==> src/rtl/lcd_pkg.sv <==
// Shared types, command constants and helpers for the character-LCD sequencer.
package lcd_pkg;

   localparam int CNT_W        = 20;
   localparam int INIT_ROM_LEN = 5;

   localparam logic [7:0] LCD_CMD_FUNCSET = 8'h38;
   localparam logic [7:0] LCD_CMD_DISPON  = 8'h0E;
   localparam logic [7:0] LCD_CMD_ENTRY   = 8'h06;
   localparam logic [7:0] LCD_CMD_CLEAR   = 8'h01;
   localparam logic [7:0] LCD_CMD_HOME    = 8'h02;

   localparam logic [CNT_W-1:0] CNT_ONE = CNT_W'(1);

   typedef enum logic [2:0] {
      ST_PWR_WAIT,
      ST_INIT_LOAD,
      ST_INIT_WAIT,
      ST_IDLE,
      ST_XFER,
      ST_DONE
   } lcd_state_e;

   typedef enum logic [1:0] {
      PH_IDLE,
      PH_SETUP,
      PH_EN_HIGH,
      PH_EXEC_WAIT
   } lcd_phase_e;

   // Terminal count for a duration of cyc clocks; zero is stretched to one clock.
   function automatic logic [CNT_W-1:0] last_cnt(input int unsigned cyc);
      if (cyc <= 1) return '0;
      return CNT_W'(cyc - 1);
   endfunction

   function automatic logic is_long_cmd(input logic rs, input logic [7:0] b);
      return !rs && (b == LCD_CMD_CLEAR || b == LCD_CMD_HOME || b == 8'h03);
   endfunction

   function automatic logic [7:0] init_rom(input logic [2:0] idx);
      logic [7:0] b;
      case (idx)
         3'd0, 3'd1: b = LCD_CMD_FUNCSET;
         3'd2:       b = LCD_CMD_DISPON;
         3'd3:       b = LCD_CMD_ENTRY;
         default:    b = LCD_CMD_CLEAR;
      endcase
      return b;
   endfunction

endpackage

==> src/rtl/lcd_bus_timer.sv <==
// Strobe engine for one LCD write: RS/data setup, enable pulse, then execution wait.
// fin pulses in the last clk_en-qualified cycle of the execution wait.
module lcd_bus_timer
   import lcd_pkg::*;
#(
   parameter int unsigned SETUP_CYC     = 2,
   parameter int unsigned EN_HIGH_CYC   = 12,
   parameter int unsigned EXEC_CYC      = 2000,
   parameter int unsigned LONG_EXEC_CYC = 82000
) (
   input  logic       clk,
   input  logic       reset,
   input  logic       clk_en,
   input  logic       go,
   input  logic [7:0] go_byte,
   input  logic       go_rs,
   input  logic       go_long,
   output logic       fin,
   output logic       lcd_enable,
   output logic       lcd_rs,
   output logic [7:0] lcd_data
);

   localparam logic [CNT_W-1:0] SETUP_LAST = last_cnt(SETUP_CYC);
   localparam logic [CNT_W-1:0] EN_LAST    = last_cnt(EN_HIGH_CYC);
   localparam logic [CNT_W-1:0] EXEC_LAST  = last_cnt(EXEC_CYC);
   localparam logic [CNT_W-1:0] LONG_LAST  = last_cnt(LONG_EXEC_CYC);

   lcd_phase_e       phase_q, phase_d;
   logic [CNT_W-1:0] cnt_q, cnt_d;
   logic             en_q, en_d;
   logic             rs_q, rs_d;
   logic [7:0]       data_q, data_d;
   logic             long_q, long_d;
   logic [CNT_W-1:0] exec_last;

   assign exec_last = long_q ? LONG_LAST : EXEC_LAST;

   always_comb begin
      // NOTE: every _d starts from its _q so no path through this block can infer a latch.
      phase_d = phase_q;
      cnt_d   = cnt_q;
      en_d    = en_q;
      rs_d    = rs_q;
      data_d  = data_q;
      long_d  = long_q;
      fin     = 1'b0;
      if (clk_en) begin
         case (phase_q)
            PH_IDLE: begin
               if (go) begin
                  phase_d = PH_SETUP;
                  cnt_d   = '0;
                  rs_d    = go_rs;
                  data_d  = go_byte;
                  long_d  = go_long;
               end
            end
            PH_SETUP: begin
               if (cnt_q == SETUP_LAST) begin
                  phase_d = PH_EN_HIGH;
                  cnt_d   = '0;
                  en_d    = 1'b1;
               end else begin
                  cnt_d = cnt_q + CNT_ONE;
               end
            end
            PH_EN_HIGH: begin
               if (cnt_q == EN_LAST) begin
                  phase_d = PH_EXEC_WAIT;
                  cnt_d   = '0;
                  en_d    = 1'b0;
               end else begin
                  cnt_d = cnt_q + CNT_ONE;
               end
            end
            PH_EXEC_WAIT: begin
               if (cnt_q == exec_last) begin
                  phase_d = PH_IDLE;
                  cnt_d   = '0;
                  fin     = 1'b1;
               end else begin
                  cnt_d = cnt_q + CNT_ONE;
               end
            end
            default: phase_d = PH_IDLE;
         endcase
      end
   end

   // RS/data are never cleared after a write: they hold until the next SETUP.
   always_ff @(posedge clk or negedge reset) begin
      if (!reset) begin
         // NOTE: sequential state is updated only with non-blocking assignments.
         phase_q <= PH_IDLE;
         cnt_q   <= '0;
         en_q    <= 1'b0;
         rs_q    <= 1'b0;
         data_q  <= 8'h00;
         long_q  <= 1'b0;
      end else begin
         phase_q <= phase_d;
         cnt_q   <= cnt_d;
         en_q    <= en_d;
         rs_q    <= rs_d;
         data_q  <= data_d;
         long_q  <= long_d;
      end
   end

   assign lcd_enable = en_q;
   assign lcd_rs     = rs_q;
   assign lcd_data   = data_q;

endmodule

==> src/rtl/lcd_cmd_sequencer.sv <==
// Custom-instruction front end for an 8-bit write-only HD44780 bus: init ROM, pending request, done/result.
// Define LCD_INIT_SEQ_EN to build in the power-up wait and init ROM; otherwise reset lands in IDLE with init_ok=1.
module lcd_cmd_sequencer
   import lcd_pkg::*;
#(
   parameter int unsigned SETUP_CYC     = 2,
   parameter int unsigned EN_HIGH_CYC   = 12,
   parameter int unsigned EXEC_CYC      = 2000,
   parameter int unsigned LONG_EXEC_CYC = 82000,
   parameter int unsigned PWRUP_CYC     = 750000
) (
   input  logic        clk,
   input  logic        reset,
   input  logic        clk_en,
   input  logic        start,
   input  logic [31:0] dataa,
   input  logic [31:0] datab,
   output logic [31:0] result,
   output logic        done,
   output logic        lcd_enable,
   output logic        lcd_rs,
   output logic        lcd_rw,
   output logic [7:0]  lcd_data
);

`ifdef LCD_INIT_SEQ_EN
   localparam lcd_state_e       RST_STATE  = ST_PWR_WAIT;
   localparam logic             RST_INITOK = 1'b0;
   localparam logic [CNT_W-1:0] PWRUP_LAST = last_cnt(PWRUP_CYC);
   localparam logic [2:0]       ROM_LAST   = 3'(INIT_ROM_LEN - 1);

   logic [CNT_W-1:0] cnt_q, cnt_d;
   logic [2:0]       rom_idx_q, rom_idx_d;
`else
   localparam lcd_state_e RST_STATE  = ST_IDLE;
   localparam logic       RST_INITOK = 1'b1;
`endif

   lcd_state_e  state_q, state_d;
   logic        init_ok_q, init_ok_d;
   logic [8:0]  pend_q, pend_d;
   logic        pend_valid_q, pend_valid_d;
   logic        done_q, done_d;
   logic [31:0] result_q, result_d;

   logic [8:0]  req;
   logic        req_valid;
   logic        go, go_rs, go_long, fin;
   logic [7:0]  go_byte;
   logic        unused_bits;

   assign unused_bits = ^{dataa[31:9], datab};

   // A start in the same cycle takes priority over an older pending request.
   assign req       = start ? dataa[8:0] : pend_q;
   assign req_valid = start | pend_valid_q;
   assign go_long   = is_long_cmd(go_rs, go_byte);

   always_comb begin
      state_d      = state_q;
      init_ok_d    = init_ok_q;
      pend_d       = pend_q;
      pend_valid_d = pend_valid_q;
      done_d       = done_q;
      result_d     = result_q;
      go           = 1'b0;
      go_byte      = req[7:0];
      go_rs        = req[8];
`ifdef LCD_INIT_SEQ_EN
      cnt_d        = cnt_q;
      rom_idx_d    = rom_idx_q;
`endif
      if (clk_en) begin
         done_d = 1'b0;
         if (start) begin
            pend_d       = dataa[8:0];
            pend_valid_d = 1'b1;
         end
         case (state_q)
            ST_IDLE: begin
               if (req_valid) begin
                  go           = 1'b1;
                  pend_valid_d = 1'b0;
                  state_d      = ST_XFER;
               end
            end
            ST_XFER: begin
               if (fin) begin
                  state_d  = ST_DONE;
                  done_d   = 1'b1;
                  result_d = {init_ok_q, 22'b0, lcd_rs, lcd_data};
               end
            end
            ST_DONE: state_d = ST_IDLE;
`ifdef LCD_INIT_SEQ_EN
            ST_PWR_WAIT: begin
               if (cnt_q == PWRUP_LAST) begin
                  cnt_d   = '0;
                  state_d = ST_INIT_LOAD;
               end else begin
                  cnt_d = cnt_q + CNT_ONE;
               end
            end
            ST_INIT_LOAD: begin
               go      = 1'b1;
               go_byte = init_rom(rom_idx_q);
               go_rs   = 1'b0;
               state_d = ST_INIT_WAIT;
            end
            ST_INIT_WAIT: begin
               if (fin) begin
                  if (rom_idx_q == ROM_LAST) begin
                     init_ok_d = 1'b1;
                     rom_idx_d = '0;
                     if (req_valid) begin
                        go           = 1'b1;
                        pend_valid_d = 1'b0;
                        state_d      = ST_XFER;
                     end else begin
                        state_d = ST_IDLE;
                     end
                  end else begin
                     rom_idx_d = rom_idx_q + 3'd1;
                     state_d   = ST_INIT_LOAD;
                  end
               end
            end
`endif
            default: state_d = ST_IDLE;
         endcase
      end
   end

   always_ff @(posedge clk or negedge reset) begin
      if (!reset) begin
         state_q      <= RST_STATE;
         init_ok_q    <= RST_INITOK;
         pend_q       <= '0;
         pend_valid_q <= 1'b0;
         done_q       <= 1'b0;
         result_q     <= '0;
      end else begin
         state_q      <= state_d;
         init_ok_q    <= init_ok_d;
         pend_q       <= pend_d;
         pend_valid_q <= pend_valid_d;
         done_q       <= done_d;
         result_q     <= result_d;
      end
   end

`ifdef LCD_INIT_SEQ_EN
   always_ff @(posedge clk or negedge reset) begin
      if (!reset) begin
         cnt_q     <= '0;
         rom_idx_q <= '0;
      end else begin
         cnt_q     <= cnt_d;
         rom_idx_q <= rom_idx_d;
      end
   end
`endif

   lcd_bus_timer #(
      .SETUP_CYC     (SETUP_CYC),
      .EN_HIGH_CYC   (EN_HIGH_CYC),
      .EXEC_CYC      (EXEC_CYC),
      .LONG_EXEC_CYC (LONG_EXEC_CYC)
   ) u_bus_timer (
      .clk        (clk),
      .reset      (reset),
      .clk_en     (clk_en),
      .go         (go),
      .go_byte    (go_byte),
      .go_rs      (go_rs),
      .go_long    (go_long),
      .fin        (fin),
      .lcd_enable (lcd_enable),
      .lcd_rs     (lcd_rs),
      .lcd_data   (lcd_data)
   );

   assign done   = done_q;
   assign result = result_q;
   assign lcd_rw = 1'b0;

endmodule

==> config.mk <==
export PLATFORM = sky130hd
export DESIGN_NAME = lcd_cmd_sequencer
export DESIGN_NICKNAME = d
export VERILOG_FILES = /design/src/rtl/lcd_pkg.sv /design/src/rtl/lcd_bus_timer.sv /design/src/rtl/lcd_cmd_sequencer.sv
export SDC_FILE = /design/constraint.sdc
export NUM_CORES = 1
export LEC_CHECK = 0
export ABC_AREA = 0
export BUFFER_PORTS_ARGS = -buffer_cell sky130_fd_sc_hd__buf_2
export CAP_MARGIN = 10
export CELL_PAD_IN_SITES_DETAIL_PLACEMENT = 0
export CELL_PAD_IN_SITES_GLOBAL_PLACEMENT = 1
export CORE_AREA = 2 2 93 95
export CTS_BUF_LIST = sky130_fd_sc_hd__clkbuf_2
export DETAILED_ROUTE_END_ITERATION = 10
export DIE_AREA = 0 0 95 97
export MAX_ROUTING_LAYER = met4
export PLACE_DENSITY = 0.89
export SYNTH_ARGS = -nofsm -noshare
export SYNTH_HDL_FRONTEND = slang
export SYNTH_SLANG_ARGS = --single-unit
==> constraint.sdc <==
create_clock -name clk -period 2.6 [get_ports clk]
set_clock_uncertainty 0.1 [all_clocks]
set_input_delay 0.26 -clock clk [delete_from_list [all_inputs] [get_ports clk]]
set_output_delay 0.26 -clock clk [all_outputs]
set_load 0.03 [all_outputs]
# Yosys cells after proc, flatten, opt, wreduce, memory -nomap -nowiden
# Cells that the tools add are included.
# op_classes
add_sub_neg	1
mul	0
n_div	0
magnitude_cmp	0
eq_ne	17
shifts	0
mux	29
bitwise_logic	1
n_reduce_logical	12
# op_table
cell	count
20-bit two-way mux	4
20-bit case mux with 4 select lines	1
20-bit by 1-bit adder with 20-bit output, second input constant	1
20-bit by 1-bit equality test with 1-bit output, second input constant	1
20-bit equality test	1
20-bit by 4-bit equality test with 1-bit output, second input constant	1
17-bit two-way mux	1
8-bit by 2-bit equality test with 1-bit output, second input constant	2
1-bit two-way mux	13
9-bit two-way mux	1
3-bit AND reduction	3
8-bit by 1-bit equality test with 1-bit output, second input constant	1
2-bit two-way mux	4
2-bit case mux with 4 select lines	1
3-bit two-way mux	2
2-bit by 1-bit inequality test with 1-bit output, second input constant	3
2-bit inequality test, second input constant	3
3-bit case mux with 2 select lines	1
5-bit AND reduction	1
2-bit equality test, second input constant	2
4-bit AND reduction	1
3-bit by 2-bit equality test with 1-bit output, second input constant	1
3-bit equality test, second input constant	1
2-bit by 1-bit equality test with 1-bit output, second input constant	1
other kinds (8)	9
# totals
register_bits	57
latchBits	0
mem_bits_rw	0
rom_bits	0
in_bits	68
output_inout_bits	44
elab_cells	71
memories	0

# Logic depth before layout (Yosys ltp)
# Gate-level depths: netlist of run 1.
# depth
word_depth	7
depth_mapped	9
mapped_depth_nobuf	8

# Cells and area by module
# A second synthesis of run 1 with hierarchy kept.
# hier_totals
cells_unflattened	337
hier_area_um2	3244.4
# modules_own_cells
module	instances	cells_each	area_each_um2	seq_area_each_um2
lcd_bus_timer	1	214	1973.1	825.8
lcd_cmd_sequencer	1	123	1271.2	603.1

# Worst setup path before layout of run 1
# No wires, ideal clock.
# synth_timing
kind	reg2reg
startpoint	register u_bus_timer.cnt_q[0]
endpoint	register u_bus_timer.cnt_q[18]
arrival_ns	2.047
required_ns	2.431
setup_slack_ns	0.384
stages_incl_launch_ff	8
period_less_slack_ns	2.216
cell_sequence	dfrtp_1 > ha_1 > and4_1 > and4_4 > a21bo_4 > a21o_4 > or4_1 > nand3_1
# synth_via
elab_chain_cells	3
elab_cells_between_ends	8
classes_between	add/sub (1); eq/ne (3); mux (4)
# synth_lines
element	line_no	rtl
from (decl)	lcd_bus_timer.sv:30	logic [CNT_W-1:0] cnt_q, cnt_d;
from (signal assigned)	lcd_bus_timer.sv:103	cnt_q <= cnt_d;
20-bit by 1-bit adder with 20-bit output, or another cell as far along	lcd_bus_timer.sv:65, lcd_bus_timer.sv:74, lcd_bus_timer.sv:83	
20-bit two-way mux (on tied branches)	lcd_bus_timer.sv:78, lcd_bus_timer.sv:60, lcd_bus_timer.sv:69	
20-bit case mux with 4 select lines (*)	lcd_bus_timer.sv:49	case (phase_q)
# Mark *: on every way between the ends. The rest lies on a longest branch, timed or not.
# A chain may end at the register's enable or synchronous reset.

# Worst setup path in the final report of run 1
# layout_timing
startpoint	register u_bus_timer.cnt_q[7]
endpoint	register result_q[8] (netlist: result[8])
# layout_via
elab_chain_cells	5
# layout_lines
element	line_no	rtl
20-bit equality test	lcd_bus_timer.sv:78	if (cnt_q == exec_last) begin
1-bit two-way mux	lcd_bus_timer.sv:78	
1-bit two-way mux	lcd_bus_timer.sv:49	
1-bit two-way mux	lcd_bus_timer.sv:48	if (clk_en) begin
3-bit AND reduction (no source line)	-	
to (signal assigned)	lcd_cmd_sequencer.sv:148	result_q <= result_d;
to (decl)	lcd_cmd_sequencer.sv:44	logic [31:0] result_q, result_d;
# No other way between the ends.

==> results of run 1 <==
-- kinds of logic (layout without fill, tap and decap cells) --
| logic type | Yosys count | after routing | share of synthesized area [%] |
|---|---|---|---|
| fa+ha+maj | 6 | 6 | 2.471 |
| simple gates | 99 | 99 | 17.42 |
| buf+inv | 43 | 77 | 8.443 |
| xor+xnor | 4 | 4 | 1.153 |
| flops | 57 | 57 | 47.03 |
| compound gates | 60 | 60 | 13.34 |
| mux | 28 | 28 | 10.01 |
| other cells | 1 | 23 | 0.1234 |
-- routing by layer --
metal / part of all wire [%] / vias to the layer above
met3: 6.1 / 10
met5: 0 / -
met1: 47 / 1108
li1: - / 1122
met4: 1.3 / 0
met2: 46 / 69
-- state kept, by name, summed over array words and instances (netlist names) --
| name | cells |
|---|---|
| u_bus_timer.long_q | 1 |
| u_bus_timer.lcd_rs | 1 |
| u_bus_timer.lcd_data | 8 |
| state_q | 3 |
| pend_valid_q | 1 |
| u_bus_timer.cnt_q | 20 |
| result | 10 |
| pend_q | 9 |
| u_bus_timer.lcd_enable | 1 |
| u_bus_timer.phase_q | 2 |
| done | 1 |
-- tightest hold or removal path, stage by stage --
cell and delay (ps):
buf_2 220, mux2i_1 180, o21ai_0 80
-- power by group through the flow --
stage	logic, µW	registers [µW]	clock network [µW]
2_1_floorplan	330	1130	0
3_5_place_dp	390	1170	0
4_1_cts	403	1150	694
5_1_grt	451	1180	737
6_report	399	1160	675
3_3_place_gp	380	1170	0
-- layout make-up --
type                    count  area [µm²]
flip-flops and latches     57        1429
fillers                   788        4642
repair buffers             49       312.8
inverters                  12       45.04
clock inverters             7       93.84
multi-input cells         220        1435
clock buffers               9       45.04
well taps                 105       131.4
-- cell usage after synthesis, drive strengths merged, types with 3 or more instances --
master  count  area [µm²]
nand3      11       60.06
mux2i       9       90.09
or3         7       50.05
mux2       19       214.0
a21oi      11       62.56
o22ai       3       18.77
inv        12       45.04
a21o        5       45.04
clkbuf      6       22.52
nand2b      3       21.27
dfrtp      55        1376
buf        25       188.9
nor4        6       43.79
o31ai       4       30.03
nand4       5       31.28
nor2       19       78.82
a31oi       5       31.28
nand2      28       105.1
ha          6       75.07
a211oi      3       35.03
nor3        3       15.01
or4         3       22.52
and2        3       18.77
o21ai      21       105.1
-- final timing paths --
check / endpoint / slack (ps) / cells past startpoint
min in group asynchronous: u_bus_timer.lcd_data[2]$_DFFE_PN0P_ / 290 / 2
max reg2reg: result[8]$_DFFE_PN0P_ / 190 / 5
min reg2reg: result[31]$_DFFE_PN0P_ / 400 / 1
max in group asynchronous: u_bus_timer.lcd_data[5]$_DFFE_PN0P_ / 1430 / 3
min: u_bus_timer.lcd_data[6]$_DFFE_PN0P_ / 170 / 3
max: result[8]$_DFFE_PN0P_ / 190 / 5
-- metrics by stage --
stage	hold WS, ps	utilization, %	cell area (µm²)
2_1_floorplan	-135.6	-	3120
3_3_place_gp	320.9	39.87	3243
3_5_place_dp	338.0	39.87	3243
4_1_cts	126.7	42.93	3492
5_1_grt	133.9	42.93	3492
6_report	166.6	42.93	3492
==> out/metrics.cfg, run 1 <==
[pwr]
p_leak_uw=0.001612
peakVddDrop_mv=0.5443
clock_power_share_pct=30.2
comb_power_share_pct=17.8
power.density_nw_per_um2=640.0
switchingPower_uw=736.9
fin_total_pwr_uw=2235
seqPwrFrac_pct=52.0
swShare_pct=32.97
p_int_uw=1498

[detailed_routing]
drt-pass1-iter-count=4
antenna_left=0
drtIter0Drc=157
vias=2309
wire_per_inst_um=13.03
drc=0
drt-total-wl_um=5983
viasPerCell=5.031

[setup_path]
critical_path_buf_inv_count=0
crit_required_ps=2890
slowest_stage=nor4_1
critPathMaxFanout=10
critPathArrivalTime_ps=2710
crit_path_max_incr_delay_ps=540
start_kind=flop
cp-end-kind=flop
critPathKind=reg2reg
crit_start=u_bus_timer.cnt_q[7]$_DFFE_PN0P_
rr_startpoint=u_bus_timer.cnt_q[7]$_DFFE_PN0P_
crit_chain=nor4_1 > o2bb2ai_1 > nand3_1 > nor2_4 > mux2_2
critPathTopFamily=simple AND/OR/NAND/NOR gates

[timing]
drv_slew=0
max_freq_mhz=414.4
slew_headroom_pct=41.14
hold_viol=0
setup_viol=0
grt_setup_unrepaired=no
setup_slack_ps=187.0
tightest_slew_ps=882.8
finalSetupTns_ps=0
fin_crit_ps=2413
period_share_pct=92.81

[placement]
dp.cells=432
place.port_buffers=33
gp_congestion=0.7950
place_ws_ps=216.6
hpwlAfterDp_um=4245

[layout]
fin_cells=459
final_common_cell=dfrtp_1
synthToLayoutAreaGrowth_pct=14.95
antennaDiodeCount=0
layout.nets=423
drive_gt1_share_pct=25.14
final_cell_mix=55 x dfrtp_1, 33 x buf_2, 28 x nand2_1, 23 x conb_1, 21 x o21ai_0

[global_route]
grt_max_degree=41
use_met2_pct=20.68
grt_use_total_pct=13.86
grt_pass1_wl_um=9860
grt_util_met1_pct=18.02
antenna_found_initial=0
grt_pass1_vias=2127
grtUsageMet3_pct=4.595
busiest_layer=met2
grt_overflow_total=0

[die]
io_pins=112
dieHeight_um=97
core_area_um2=8134
die_w_um=95
initial_core_util_pct=37.35
die_area_um2=9215
placementRows=33

[worst_hold_path]
hold_start=start
hold_class=in2reg

[synth]
postSynthCellCount=298
synth_edf_count=0
ys_ff_latch=57
yosysSeqAreaShare_pct=47.03
ys_warn_count=0
yosysUniqueCellTypes=55
synth_area_per_cell_um2=10.19
async_reset_ff_share_pct=100.0
synth_ff_type=dfrtp_1
syn_area_um2=3038

[status]
status=finished clean

[cts]
max-clock-path-buffers=2
clk_latency_ps=490
cts_tree=yes
root_buffer=clkbuf_2
numCtsBuffers=9
path_clk_slew_ps=180
h-tree-depth=3
ctsResizeCount=0
postCtsHoldBufs=11
cts.sinks=57
post-cts-setup-buffer-count=0

[flow_run]
maxCapViolCount=0

No activity file was read; power rests on OpenSTA's default activity.
==> run 2, diff against run 1 <==
- REMOVE_ABC_BUFFERS: not set -> 1
==> out/metrics.cfg, run 2 (synthesized netlist as in run 1, its figures left out) <==
[status]
status=finished clean

[placement]
dp.cells=432  ; unchanged
hpwlAfterDp_um=4341  ; +2.3%
place.port_buffers=33  ; unchanged
gp_congestion=0.8073  ; +1.5%

[layout]
synthToLayoutAreaGrowth_pct=15.61
fin_cells=459  ; unchanged
drive_gt1_share_pct=25.14  ; unchanged
antennaDiodeCount=0  ; unchanged
largest_reg_flops=20  ; unchanged
final_common_cell=dfrtp_1
final.fill_count=789  ; +0.13%
regMostFlops=u_bus_timer.cnt_q
final_cell_mix=55 x dfrtp_1, 33 x buf_2, 28 x nand2_1, 23 x conb_1, 21 x o21ai_0
layout.nets=423  ; unchanged

[setup_path]
critPathMaxFanout=16  ; +6
cp-end-kind=flop
critPathArrivalTime_ps=2730  ; +20 ps
critPathKind=reg2reg
start_kind=flop
crit_start=u_bus_timer.cnt_q[0]$_DFFE_PN0P_
crit_required_ps=2950  ; +60 ps
rr_startpoint=u_bus_timer.cnt_q[0]$_DFFE_PN0P_

[detailed_routing]
wire_per_inst_um=13.54  ; +3.8%
drc=0  ; unchanged
drt-total-wl_um=6213  ; +3.8%
antenna_left=0  ; unchanged
viasPerCell=5.081  ; +1.0%
drtIter0Drc=116  ; -26%
vias=2332  ; +1.0%
drt-pass1-iter-count=4  ; unchanged

[global_route]
grt_pass1_vias=2223  ; +4.5%
grt_use_total_pct=14.96  ; +1.1 points
grt_pass1_wl_um=10570  ; +7.2%
antenna_found_initial=0  ; unchanged
grt_overflow_total=0  ; unchanged
grt_max_degree=24  ; -41%

[pwr]
p_leak_uw=0.001630  ; +1.1%
peakVddDrop_mv=0.1884  ; -65%
swShare_pct=31.06  ; -1.9 points
seqPwrFrac_pct=49.8  ; -2.2 points
fin_total_pwr_uw=2327  ; +4.1%
switchingPower_uw=722.6  ; -1.9%
comb_power_share_pct=17.3  ; -0.5 points
p_int_uw=1604  ; +7.1%
power.density_nw_per_um2=662.5  ; +3.5%
clock_power_share_pct=32.9  ; +2.7 points

[timing]
hold_viol=0  ; unchanged
drv_slew=0  ; unchanged
slew_headroom_pct=52.62  ; +11 points
setup_viol=0  ; unchanged
max_freq_mhz=419.8  ; +1.3%
tightest_slew_ps=703.2  ; -179.6 ps
period_share_pct=91.61  ; -1.2 points
fin_crit_ps=2382  ; -31.12 ps
finalSetupTns_ps=0  ; unchanged
grt_setup_unrepaired=no

[cts]
path_clk_slew_ps=180  ; about the same
cts.sinks=57  ; unchanged
cts_tree=yes
numCtsBuffers=9  ; unchanged
h-tree-depth=3  ; unchanged
ctsResizeCount=0  ; unchanged
postCtsHoldBufs=11  ; unchanged
clk_latency_ps=500  ; about the same
max-clock-path-buffers=2  ; unchanged
post-cts-setup-buffer-count=0  ; unchanged
root_buffer=clkbuf_2

[die]
core_area_um2=8134  ; unchanged
die_area_um2=9215  ; unchanged
initial_core_util_pct=37.35  ; unchanged
placementRows=33  ; unchanged
io_pins=112  ; unchanged
die_w_um=95  ; unchanged
dieHeight_um=97  ; unchanged

[worst_hold_path]
hold_class=in2async

[flow_run]
maxCapViolCount=0  ; unchanged

[run 2: cell count changes in the layout (fill, tap and decap cells not counted), sizes merged]
| cell | before | now |
|---|---|---|
| bufinv | 2 | 3 |
| clkbuf | 9 | 11 |
| clkinvlp | 2 | 0 |
| inv | 13 | 12 |
[run 2: final timing paths]
kind	endpoint	slack, ps	cells past startpoint
min in group clk	u_bus_timer.lcd_data[6]$_DFFE_PN0P_	160	3
worst max register to register	u_bus_timer.cnt_q[18]$_DFFE_PN0P_	220	7
worst max-delay path	u_bus_timer.cnt_q[18]$_DFFE_PN0P_	220	7
max in group asynchronous	state_q[1]$_DFFE_PN1P_	1700	3
worst min register to register	result[31]$_DFFE_PN0P_	400	1
worst min-delay path	result[7]$_DFFE_PN0P_	50	2
[run 2: power groups by stage]
stage          sequential [µW]  combinational (µW)  clock [µW]
2_1_floorplan             1130                 292           0
3_3_place_gp              1160                 379           0
3_5_place_dp              1170                 390           0
4_1_cts                   1160                 405         781
5_1_grt                   1190                 454         828
6_report                  1160                 402         766
[run 2: through the flow]
stage / instance area (µm²) / hold WS (ps) / setup WS (ps) / util (%)
after global placement: 3243 / 49.80 / 247.7 / 39.87
after floorplan: 2909 / -135.6 / 354.7 / -
after detailed placement: 3243 / 61.31 / 225.3 / 39.87
after global routing: 3512 / 58.15 / 71.63 / 43.18
final: 3512 / 54.70 / 218.1 / 43.18
after CTS: 3512 / 27.63 / 211.4 / 43.18
[run 2: worst max-delay path: stages, from the launching register on]
cell     delay [ps]
dfrtp_1         460
ha_1            260
and4_1          200
and4_4          200
a21bo_4         250
a21o_4          290
or4_1           500
nand3_1          90
[run 2: metal layers]
metal | wire (µm) | GRT usage [%] | share of wire, % | vias up
met2 | 2991 | 22.04 | 48 | 56
met1 | 2814 | 19.59 | 45 | 1137
li1 | - | - | - | 1124
met5 | 0 | - | 0 | -
met3 | 226 | 2.336 | 3.6 | 15
met4 | 180 | 8.250 | 2.9 | 0
[run 2: layout make-up]
type | instances | area (µm²) | area share, %
Tap cell | 105 | 131.4 | 3.741
Sequential cell | 57 | 1429 | 40.68
Multi-Input combinational cell | 220 | 1435 | 40.86
Timing Repair Buffer | 49 | 312.8 | 8.906
Inverter | 12 | 45.04 | 1.283
Clock buffer | 11 | 55.05 | 1.568
Clock inverter | 5 | 103.9 | 2.957
